==> config.mk <==
export PLATFORM = sky130hd
export DESIGN_NAME = pe_share_arb
export DESIGN_NICKNAME = d
export VERILOG_FILES = /design/src/rtl/dsp_sys_arr_pkg.sv /design/src/rtl/pe_tag_fifo.sv /design/src/rtl/pe_share_arb.sv
export SDC_FILE = /design/constraint.sdc
export NUM_CORES = 1
export LEC_CHECK = 0
export CAP_MARGIN = 20
export CORE_AREA = 2 2 166 168
export DETAILED_ROUTE_END_ITERATION = 10
export DIE_AREA = 0 0 168 170
export GPL_TIMING_DRIVEN = 0
export SYNTH_ARGS = -nofsm -noshare
export SYNTH_HDL_FRONTEND = slang
export SYNTH_SLANG_ARGS = --single-unit
==> constraint.sdc <==
create_clock -name aclk -period 7.3 [get_ports aclk]
set_clock_uncertainty 0.05 [all_clocks]
set_input_delay 1.095 -clock aclk [delete_from_list [all_inputs] [get_ports aclk]]
set_output_delay 1.095 -clock aclk [all_outputs]
set_load 0.02 [all_outputs]
==> src/rtl/dsp_sys_arr_pkg.sv <==
// Shared types for the systolic DSP array: scalar float word, PE error flags,
// and the state encoding of the PE-sharing arbiter.
package dsp_sys_arr_pkg;

  typedef logic [31:0] single_float;

  typedef struct packed {
    logic invalid;
    logic overflow;
    logic underflow;
    logic inexact;
  } error;

  typedef enum logic {
    ARB   = 1'b0,
    ISSUE = 1'b1
  } arb_state_t;

endpackage

==> src/rtl/pe_tag_fifo.sv <==
// Synchronous tag FIFO; pointers carry one extra wrap bit so full and empty
// are told apart by the MSB alone.
module pe_tag_fifo #(
  parameter int WIDTH = 2,
  parameter int DEPTH = 8
) (
  input  logic                      aclk,
  input  logic                      aresetn,
  input  logic                      i_push,
  input  logic [WIDTH-1:0]          i_wdata,
  input  logic                      i_pop,
  output logic [WIDTH-1:0]          o_rdata,
  output logic                      o_full,
  output logic                      o_empty,
  output logic [$clog2(DEPTH):0]    o_count
);

  localparam int AW = $clog2(DEPTH);

  logic [WIDTH-1:0] r_mem [DEPTH];
  logic [AW:0]      r_wptr;
  logic [AW:0]      r_rptr;
  logic             w_push_ok;
  logic             w_pop_ok;

  assign o_empty   = (r_wptr == r_rptr);
  assign o_full    = (r_wptr[AW] != r_rptr[AW]) && (r_wptr[AW-1:0] == r_rptr[AW-1:0]);
  assign o_count   = r_wptr - r_rptr;
  assign o_rdata   = r_mem[r_rptr[AW-1:0]];
  assign w_pop_ok  = i_pop && !o_empty;
  // a pop in the same cycle frees the slot, so push is allowed even when full
  assign w_push_ok = i_push && (!o_full || w_pop_ok);

  always_ff @(posedge aclk or negedge aresetn) begin
    if (!aresetn) begin
      r_wptr <= '0;
      r_rptr <= '0;
    end else begin
      if (w_push_ok) r_wptr <= r_wptr + 1'b1;
      if (w_pop_ok)  r_rptr <= r_rptr + 1'b1;
    end
  end

  always_ff @(posedge aclk) begin
    if (w_push_ok) r_mem[r_wptr[AW-1:0]] <= i_wdata;
  end

endmodule

==> src/rtl/pe_share_arb.sv <==
// Round-robin sharing of one multiply PE among NREQ requesters; results are
// routed back in issue order through a tag FIFO.
//   state | meaning
//   ARB   | pick next requester, capture its operand pair
//   ISSUE | present the pair on PE A/B until both ports handshake
module pe_share_arb
  import dsp_sys_arr_pkg::*;
#(
  parameter int NREQ    = 4,
  parameter int MAX_OUT = 8
) (
  input  logic                      aclk,
  input  logic                      aresetn,
  input  logic [NREQ-1:0]           s_req_tvalid,
  output logic [NREQ-1:0]           s_req_tready,
  input  single_float [NREQ-1:0]    s_req_a_tdata,
  input  single_float [NREQ-1:0]    s_req_b_tdata,
  output logic                      m_pe_a_tvalid,
  input  logic                      m_pe_a_tready,
  output single_float               m_pe_a_tdata,
  output logic                      m_pe_b_tvalid,
  input  logic                      m_pe_b_tready,
  output single_float               m_pe_b_tdata,
  input  logic                      s_pe_res_tvalid,
  output logic                      s_pe_res_tready,
  input  single_float               s_pe_res_tdata,
  input  error                      s_pe_res_tuser,
  output logic [NREQ-1:0]           m_rsp_tvalid,
  input  logic [NREQ-1:0]           m_rsp_tready,
  output single_float               m_rsp_tdata,
  output error                      m_rsp_tuser,
  output logic [$clog2(MAX_OUT):0]  outstanding,
  output logic                      orphan_err
);

  localparam int IDW = (NREQ > 1) ? $clog2(NREQ) : 1;
  localparam int OW  = $clog2(MAX_OUT) + 1;

  logic            r_rst_n;
  logic            w_rst_n;
  arb_state_t      r_state;
  logic [IDW-1:0]  r_rr_ptr;
  logic [IDW-1:0]  r_id;
  single_float     r_a;
  single_float     r_b;
  logic            r_a_vld;
  logic            r_b_vld;
  logic            r_orphan;

  logic            w_grant_vld;
  logic [IDW-1:0]  w_grant_id;
  logic [IDW-1:0]  w_cand;
  logic            w_a_done;
  logic            w_b_done;
  logic            w_issue_done;
  logic            w_pop;
  logic [IDW-1:0]  w_head;
  logic            w_full;
  logic            w_empty;
  logic [OW-1:0]   w_count;

  // assertion is immediate, release lands on an aclk edge
  always_ff @(posedge aclk or negedge aresetn) begin
    if (!aresetn) r_rst_n <= 1'b0;
    else          r_rst_n <= 1'b1;
  end
  assign w_rst_n = r_rst_n;

  // lowest offset from r_rr_ptr wins, so scan from the far end down
  always_comb begin
    w_grant_vld = 1'b0;
    w_grant_id  = '0;
    w_cand      = '0;
    for (int k = NREQ - 1; k >= 0; k--) begin
      w_cand = IDW'((int'(r_rr_ptr) + k) % NREQ);
      if (s_req_tvalid[w_cand]) begin
        w_grant_vld = 1'b1;
        w_grant_id  = w_cand;
      end
    end
    if (!w_rst_n || (r_state != ARB) || w_full) w_grant_vld = 1'b0;
  end

  assign s_req_tready = w_grant_vld ? (NREQ'(1) << w_grant_id) : '0;

  assign w_a_done     = !r_a_vld || m_pe_a_tready;
  assign w_b_done     = !r_b_vld || m_pe_b_tready;
  assign w_issue_done = (r_state == ISSUE) && w_a_done && w_b_done;

  always_ff @(posedge aclk or negedge w_rst_n) begin
    if (!w_rst_n) begin
      r_state  <= ARB;
      r_rr_ptr <= '0;
      r_id     <= '0;
      r_a      <= '0;
      r_b      <= '0;
      r_a_vld  <= 1'b0;
      r_b_vld  <= 1'b0;
      r_orphan <= 1'b0;
    end else begin
      if (s_pe_res_tvalid && w_empty) r_orphan <= 1'b1;
      case (r_state)
        ARB: begin
          if (w_grant_vld) begin
            r_id     <= w_grant_id;
            r_a      <= s_req_a_tdata[w_grant_id];
            r_b      <= s_req_b_tdata[w_grant_id];
            r_a_vld  <= 1'b1;
            r_b_vld  <= 1'b1;
            r_rr_ptr <= (w_grant_id == IDW'(NREQ - 1)) ? '0 : w_grant_id + 1'b1;
            r_state  <= ISSUE;
          end
        end
        ISSUE: begin
          if (m_pe_a_tready) r_a_vld <= 1'b0;
          if (m_pe_b_tready) r_b_vld <= 1'b0;
          if (w_issue_done)  r_state <= ARB;
        end
        default: r_state <= ARB;
      endcase
    end
  end

  assign m_pe_a_tvalid = r_a_vld;
  assign m_pe_b_tvalid = r_b_vld;
  assign m_pe_a_tdata  = r_a;
  assign m_pe_b_tdata  = r_b;

  pe_tag_fifo #(
    .WIDTH (IDW),
    .DEPTH (MAX_OUT)
  ) u_tag_fifo (
    .aclk    (aclk),
    .aresetn (w_rst_n),
    .i_push  (w_issue_done),
    .i_wdata (r_id),
    .i_pop   (w_pop),
    .o_rdata (w_head),
    .o_full  (w_full),
    .o_empty (w_empty),
    .o_count (w_count)
  );

  // with nothing in flight the result is swallowed and flagged as orphan
  assign s_pe_res_tready = w_rst_n && (w_empty || m_rsp_tready[w_head]);
  assign w_pop           = s_pe_res_tvalid && s_pe_res_tready && !w_empty;
  assign m_rsp_tvalid    = (s_pe_res_tvalid && !w_empty) ? (NREQ'(1) << w_head) : '0;
  assign m_rsp_tdata     = w_rst_n ? s_pe_res_tdata : '0;
  assign m_rsp_tuser     = w_rst_n ? s_pe_res_tuser : '0;
  assign outstanding     = w_count;
  assign orphan_err      = r_orphan;

endmodule
# == Yosys cells after proc, flatten, opt, wreduce, memory -nomap -nowiden ==
# Memory sizes are Yosys's and may differ from the RTL's.
# Index checks and enable logic that the tools add are counted.
# classes
n_reduce_logical,24
n_lt_le_gt_ge,6
bitwise_logic,1
n_shift,2
mux,38
n_eq_ne,7
add_sub_neg,7
# ops
operator,count
$bmux W32 S2,2
$mux W32,3
$lt A2 B3 Y1 const B,6
$mux W1,17
$mux W4,3
$bmux W1 S2,5
$logic_and A1 B1 Y1,10
$mux W2,5
$add A4 B1 Y4 const B,2
$shl A1 B2 Y4 const A,2
$logic_or A1 B1 Y1,6
$ne A2 B2 Y1 const B,3
$pmux W1 S2,3
$reduce_and A2 Y1,3
$logic_not A1 Y1,5
$add A2 B1 Y2 const B,2
$add A2 B2 Y2 const B,2
$eq A4 B4 Y1,1
$sub A4 B4 Y4,1
$eq A3 B3 Y1,1
$eq A2 B2 Y1 const B,1
$ne A1 B1 Y1,1
$not A1 Y1,1
# totals
ff_bits,81
ram_bits,16
out_inout_bits,116
input_bits,305
word_cells,97
n_memories,1
# mem_list
name,words,width,read_ports,rd_clocked_by_memory_dff,write_ports,line_no,source
u_tag_fifo.r_mem,8,2,1,0,1,pe_tag_fifo.sv:20,logic [WIDTH-1:0] r_mem [DEPTH];

# == Logic depth before layout (Yosys ltp) ==
# Gate-level depths: netlist of the first run.
# An unclocked memory read counts as a cell.
# depth
word_depth,12
depth_mapped,10

# == By module ==
# A second synthesis of the first run with hierarchy kept.
# unflattened
hier_cells,718
area_unflattened_um2,7028.0
# modules_own_cells
module,area_each_um2,cells_per_inst,seq_area_each_um2,n_inst
pe_share_arb,5848.1,630,1826.8,1
pe_tag_fifo,1179.9,88,680.7,1

# == Worst setup path after synthesis of the first run ==
# Ideal clock, no wire load.
# synth_path
path_type,flip-flop to output port
start,reg r_rst_n
end,out s_req_tready[0]
n_path_buf,2
path_slack_ps,2671
stages_incl_launch_ff,6
t_arrival_ps,3484
required_time_ps,6155
cell_sequence,dfrtp_1 > inv_1 > nor4_1 > buf_2 > buf_2 > and2_1
# synth_via
elab_chain_cells,5
# synth_lines
item,line_no,source
from (decl),pe_share_arb.sv:39,logic r_rst_n;
from (signal assigned),pe_share_arb.sv:64,if (!aresetn) r_rst_n <= 1'b0;
from (signal assigned),pe_share_arb.sv:65,else r_rst_n <= 1'b1;
$logic_not A1 Y1 (no source line),-,
$logic_or A1 B1 Y1 (2 in series),pe_share_arb.sv:81,if (!w_rst_n || (r_state != ARB) || w_full) w_grant_vld = 1'b0;
$mux W1,pe_share_arb.sv:81,
$mux W4,pe_share_arb.sv:84,assign s_req_tready = w_grant_vld ? (NREQ'(1) << w_grant_id) : '0;
to (decl),pe_share_arb.sv:15,"output logic [NREQ-1:0] s_req_tready,"
# Every way passes these cells.

# == Worst setup path after layout of the first run ==
# layout_path
start,in s_req_tvalid[0]
end,out s_req_tready[3]
# layout_via
elab_chain_cells,8
# layout_lines
item,line_no,source
from (decl),pe_share_arb.sv:14,"input logic [NREQ-1:0] s_req_tvalid,"
$bmux W1 S2,pe_share_arb.sv:76,if (s_req_tvalid[w_cand]) begin
$mux W1 (implied by the code),pe_share_arb.sv:76,
$mux W2 (3 in series),pe_share_arb.sv:76,
$mux W2 *,pe_share_arb.sv:76,
via w_grant_id[1],pe_share_arb.sv:51,logic [IDW-1:0] w_grant_id;
$shl A1 B2 Y4 *,pe_share_arb.sv:84,
$mux W4 *,pe_share_arb.sv:84,
# Mark *: on every way through the listed nets, which the timed path passes. The rest lies on a longest branch. The select of a mux whose other input is x is not followed.

==> results of run 1 <==
Yosys cell counts, types with 2 or more instances:
cell and number:
o21ai_0 2, ha_1 9, nand2b_1 2, dfrtp_1 81, mux4_2 4, inv_1 21
nand3_1 6, and2_1 40, nor2_1 10, nand2_1 6, buf_1 3, a21o_1 2
clkbuf_1 12, a21oi_1 8, edfxtp_1 16, nor3_1 4, xnor2_1 6, nor4_1 7
buf_6 2, buf_4 2, o211ai_1 2, nor4b_1 2, nor3b_1 2, buf_2 20
mux2i_1 196, mux2_2 69
area by class of cell:
type                    count  area, um2
clock inverters             5       33.8
multi-input cells         393       3690
plain buffers              40        199
clock buffers              11        233
fillers                  2587      15200
repair buffers            422       4240
inverters                  21       78.8
flip-flops and latches     97       2510
well taps                 341        427
power groups by stage:
stage	logic [uW]	clock network (uW)	registers, uW
final	2450	448	962
after global routing	2640	488	1000
after CTS	2490	467	968
after detailed placement	2490	0	973
after global placement	2470	0	966
after floorplan	1230	0	1180
through the flow:
step	hold slack [ns]	worst slack [ns]
floorplan	0.412	2.67
global placement	0.420	-0.0478
detailed placement	0.322	1.84
CTS	0.331	1.81
global route	0.359	1.69
finish	0.286	2.04
metal layers:
layer  up-vias  GRT usage [%]  wire length (um)
met5         -              0                 0
met4         0           3.52               241
met3        17           5.60              2130
met2       269           31.7             12800
met1      2753           17.7              8990
li1       2849              -                 -
state kept, by name, summed over array words and instances (netlist names):
signal / count
m_pe_a_tdata: 32
m_pe_b_tdata: 32
u_tag_fifo.r_mem: 16
u_tag_fifo.r_rptr: 4
u_tag_fifo.r_wptr: 4
r_id: 2
r_rr_ptr: 2
m_pe_a_tvalid: 1
m_pe_b_tvalid: 1
orphan_err: 1
r_rst_n: 1
r_state: 1
final timing paths:
check	to	from	slack, ns	cells past startpoint
max reg2reg	m_pe_a_tdata[10]	u_tag_fifo.r_rptr[1]	3.99	10
max	s_req_tready[3]	s_req_tvalid[0]	2.04	10
min in group aclk	u_tag_fifo.r_rptr[3]	u_tag_fifo.r_rptr[3]	0.44	1
min reg2reg	m_pe_b_tdata[12]	r_rst_n	0.29	0
min	m_pe_b_tdata[12]	r_rst_n	0.29	0
max in group asynchronous	r_rst_n	aresetn	6.27	1
cell families after synthesis:
group	synth area share, %
multiplexers	43.9
flip-flops	38.7
AND/OR/NAND/NOR	7.23
buffers and inverters	4.29
AO/OA/AOI/OAI	2.76
adder cells (fa/ha/maj)	2.05
XOR/XNOR	0.947
other	0.0579
==> reports/results.txt, run 1 <==
FF+latch count, synth: 97
core region area: 26700 um2
sw power: 1570 uW
most frequent cells in the layout: clkdlybuf4s50_1, mux2i_1, dfrtp_1
Max Freq: 190 MHz
cell area power density: 338 nW/um2
Rows: 60
WP buf/inv: 5
cell mode on critical path: clkdlybuf4s50_1
Clock Sinks: 97
# diodes: 0
RePlAce Congestion: 0.749
H-tree levels: 3
layout cell share with drive strength beyond 1: 11.9%
DP Area: 11100 um2
Crit. End Element: output pin
clk root buf: clkbuf_16
vias post-DR: 5888
Synthesis Warnings: 0
syn nets: 866
Async SR Flop Fraction: 83.5%
die area: 28600 um2
Slew Viols, Final: 0
number of synthesized flops with an enable pin: 16
GRT Total Usage: 16.6%
total wire length: 24.2 mm
Setup Viol. Count Final: 0
grt total ovfl: 0
CTS tree: done
post_cts resized: 0
Comb pwr share: 63.5%
# IOs: 421
setup TNS: 0 ns
CTS Buf Count: 9
wire per inst: 18.2 um
post-synthesis sequential area ratio: 38.7%
VDD IR max: 0.134 mV
Fin. Hold Viols: 0
number of hold buffers added after CTS: 0
MaxCap Viol Count: 0
status: finished, final reports clean
cell-internal power: 2290 uW
CP peak stage delay: 0.56 ns
Final Cell Area: 11400 um2
utilization after layout: 42.8%
Sw Ratio: 40.6%
power after layout: 3860 uW
Seq pwr share: 24.9%
final cell count without fillers: 1330
synth unique cells: 43
final worst-path cycle share: 72.0%
Worst EP arrival: 4.11 ns
Worst setup SP type: input pin
first-pass GRT wire length: 35.7 mm
Clock Power Share: 11.6%
vias in the first global route: 6117
Primary FF master, synth: dfrtp_1
Starting DRT DRC Count: 158
HPWL Detailed: 19.8 mm
Post-Synthesis Cell Area: 6470 um2
worst-skew pair later-pin latency: 0.35 ns
commonest non-fill, non-tap cell in the layout: clkdlybuf4s50_1
Die W: 168 um
clk buf depth: 2
number of port buffers: 420
crit-path max FO: 11
Crit path required time: 6.15 ns
Least-Margin Pin Slew: 0.925 ns
Final Critical Period: 5.26 ns
RSZ-0062 raised after global routing: false
placed cells: 1313
DRC errors left: 0
delay-heaviest family, CP: buffers and inverters
Worst Hold Class: register to asynchronous set/reset pin
Post-DRT Antenna Nets: 0
CP Cell Sequence: clkdlybuf4s50_1 > a21oi_1 > o21ai_0 > o2bb2ai_1 > clkbuf_1 > buf_2 > inv_1 > ha_1 > and2_1 > clkdlybuf4s50_1
antenna violations before repair: 0
leading area contributor after synthesis: dfrtp_1
Crit Path Category: input pin to output pin
Post-Syn Instances: 551
ranking of synthesized cells by area: dfrtp_1, mux2i_1, mux2_2
Final nets: 1299
top-area cell type share of the netlist area: 31.3%
setup bufs post-CTS: 0
P_leak: 0.00491 uW
Worst path slowest cell: clkdlybuf4s50_1
Detailed Routing Iterations Pass 1: 4
Starting Density: 24.3%
largest net degree at the start of global routing: 44
die height: 170 um
Slew HR: 38.3%
clk slew on worst S/H paths: 0.07 ns
area grow syn2layout: 76.2%
vias per inst: 4.43
Syn Area/Cell: 11.7 um2
Power figures use the tool's default switching activity.
==> inputs of run 2 (changes only) <==
CORE_AREA = 2 2 163 165   (was 2 2 166 168)
DIE_AREA = 0 0 165 167   (was 0 0 168 170)
clock period = 4.6 ns   (was 7.3 ns; I/O delays follow)
==> run 2 against run 1 <==
Cell count down 0.53%. Routed wire length fell by 0.76%. Die area is 3.5% lower. Worst setup slack got worse by 1.7 ns. Register-to-register slack worse by 2.4 ns. Power increased by 61%. Via count decreased by 0.36%. Critical endpoint unchanged. Largest power group unchanged.
==> reports/results.txt, run 2 (synthesis gave the netlist of run 1 again) <==
Least-Margin Pin Slew: 1.04 ns (was 0.925 ns)
CTS Buf Count: 9 (unchanged)
cell area power density: 540 nW/um2 (was 338 nW/um2)
P_leak: 0.00495 uW (was 0.00491 uW)
setup TNS: 0 ns (unchanged)
commonest non-fill, non-tap cell in the layout: clkdlybuf4s50_1 (unchanged)
Post-DRT Antenna Nets: 0 (unchanged)
status: finished, final reports clean (unchanged)
largest net degree at the start of global routing: 45 (was 44)
wire per inst: 18.1 um (was 18.2 um)
Crit path required time: 3.86 ns (was 6.15 ns)
antenna violations before repair: 0 (unchanged)
crit-path max FO: 10 (was 11)
Setup Viol. Count Final: 0 (unchanged)
core region area: 25800 um2 (was 26700 um2)
# diodes: 0 (unchanged)
final worst-path cycle share: 93.2%
worst-skew pair later-pin latency: 0.35 ns (about the same)
grt total ovfl: 0 (unchanged)
Clock Sinks: 97 (unchanged)
clk root buf: clkbuf_16 (unchanged)
final worst slack: 0.315 ns (was 2.04 ns)
Final Critical Period: 4.29 ns
# IOs: 421 (unchanged)
number of port buffers: 420 (unchanged)
Detailed Routing Iterations Pass 1: 4 (unchanged)
CTS tree: done (unchanged)
Slew HR: 30.7% (was 38.3%)
Fin. Hold Viols: 0 (unchanged)
Layout fillers: 2505 (was 2587)
Worst EP arrival: 3.55 ns (was 4.11 ns)
Worst setup SP type: register (was input pin)
layout cell share with drive strength beyond 1: 12.2% (was 11.9%)
Max Freq: 233 MHz
Starting DRT DRC Count: 109 (was 158)
post-place setup slack: 0.0756 ns (was 1.84 ns)
VDD IR max: 0.288 mV (was 0.134 mV)
Worst Hold Class: register to asynchronous set/reset pin (unchanged)
vias post-DR: 5867 (was 5888)
GRT Total Usage: 16.8% (was 16.6%)
power after layout: 6200 uW (was 3860 uW)
die height: 167 um (was 170 um)
MaxCap Viol Count: 0 (unchanged)
HPWL Detailed: 19.6 mm (was 19.8 mm)
Crit Path Category: register to output pin (was input pin to output pin)
area grow syn2layout: 77.2% (was 76.2%)
number of hold buffers added after CTS: 0 (unchanged)
total wire length: 24.0 mm (was 24.2 mm)
vias in the first global route: 6064 (was 6117)
Slew Viols, Final: 0 (unchanged)
RSZ-0062 raised after global routing: false (unchanged)
die area: 27600 um2 (was 28600 um2)
Starting Density: 25.1% (was 24.3%)
DRC errors left: 0 (unchanged)
first-pass GRT wire length: 34.6 mm (was 35.7 mm)
most frequent cells in the layout: clkdlybuf4s50_1, mux2i_1, dfrtp_1 (unchanged)
Rows: 59 (was 60)
Crit. End Element: output pin (unchanged)
WHS: 0.224 ns (was 0.286 ns)
clk buf depth: 2 (unchanged)
clk slew on worst S/H paths: 0.08 ns (was 0.07 ns)
Die W: 165 um (was 168 um)
RePlAce Congestion: 0.793 (was 0.749)
vias per inst: 4.43 (about the same)
Final nets: 1298 (was 1299)
H-tree levels: 3 (unchanged)
run 2: changes by cell type in the layout (fill, tap and decap cells not counted), sizes merged:
cell      delta
buf          +1
bufinv       +1
clkbuf       -3
clkinv       -3
clkinvlp     -1
inv          +4
run 2: what timing repair did:
action                     CTS  global route
setup buffers                1             0
gates resized for setup      2             2
setup endpoints to repair    4             3
run 2: final cells by class:
class | instances | area (um2) | area share [%]
Tap cell | 335 | 419 | 3.65
Clock buffer | 10 | 229 | 2.00
Clock inverter | 6 | 71.3 | 0.622
Sequential cell | 97 | 2510 | 21.9
Buffer | 39 | 196 | 1.71
Timing Repair Buffer | 422 | 4260 | 37.1
Multi-Input combinational cell | 393 | 3700 | 32.3
Inverter | 21 | 78.8 | 0.687
run 2: worst paths after layout:
| check | end | from | depth (start not counted) | slack, ns |
|---|---|---|---|---|
| max in group asynchronous | m_pe_b_tdata[28] | r_rst_n | 1 | 3.71 |
| min | m_pe_a_tdata[26] | r_rst_n | 0 | 0.22 |
| min in group aclk | u_tag_fifo.r_rptr[3] | u_tag_fifo.r_rptr[3] | 1 | 0.44 |
| min reg2reg | m_pe_a_tdata[26] | r_rst_n | 0 | 0.22 |
| max reg2reg | m_pe_b_tdata[29] | u_tag_fifo.r_wptr[0] | 8 | 1.61 |
| max | s_req_tready[3] | u_tag_fifo.r_wptr[0] | 10 | 0.31 |
run 2: critical path, stage by stage (launching register included):
cell             delay [ns]
dfrtp_1                0.34
clkbuf_1               0.32
inv_1                  0.16
ha_1                   0.34
nand3_1                0.08
nor2_1                 0.10
nor4_4                 0.39
buf_2                  0.36
buf_2                  0.29
and2_1                 0.16
clkdlybuf4s50_1        0.65
run 2: power breakdown:
part           switching, uW  total [uW]  internal, uW  leakage, uW
registers                239        1520          1280      0.00109
clock network            363         794           431     0.000147
logic                   1890        3880          1990      0.00371
run 2: per-layer routing:
layer  wire, um  track usage (%)  share of wire [%]  vias up
met3       2110             4.83                8.8       18
li1           -                -                  -     2851
met5          0                0                  0        -
met1       8700             17.3                 36     2730
met4        385             4.76                1.6        0
met2      12800             32.4                 53      268
run 2: per-stage QoR:
| stage | cells | util, % | instance area, um2 |
|---|---|---|---|
| finish | 1323 | 44.5 | 11500 |
| global route | 1323 | 44.5 | 11500 |
| CTS | 1324 | 44.5 | 11500 |
| detailed placement | 1307 | 43.2 | 11100 |
| global placement | 1306 | 43.1 | 11100 |
| floorplan | 551 | - | 6470 |
==> inputs of run 3 (changes only) <==
ABC_CLOCK_PERIOD_IN_PS = 5250   (was not set)
CORE_AREA = 2 2 166 168   (was 2 2 163 165)
DIE_AREA = 0 0 168 170   (was 0 0 165 167)
clock period = 5.25 ns   (was 4.6 ns; I/O delays follow)
==> results of run 3 <==
Same layout as run 1 (identical final DEF). Status: finished, final reports clean.
Main changes from that run: setup slack after placement 1.84 ns -> 0.401 ns; setup slack after layout 2.04 ns -> 0.516 ns; start point of the critical path s_req_tvalid[0] -> u_tag_fifo.r_rptr[1]; end point of the critical path s_req_tready[3] -> s_req_tready[1]; register-to-register setup slack 3.99 ns -> 1.94 ns; total power 3860 uW -> 5370 uW; worst IR drop on VDD 0.134 mV -> 0.187 mV
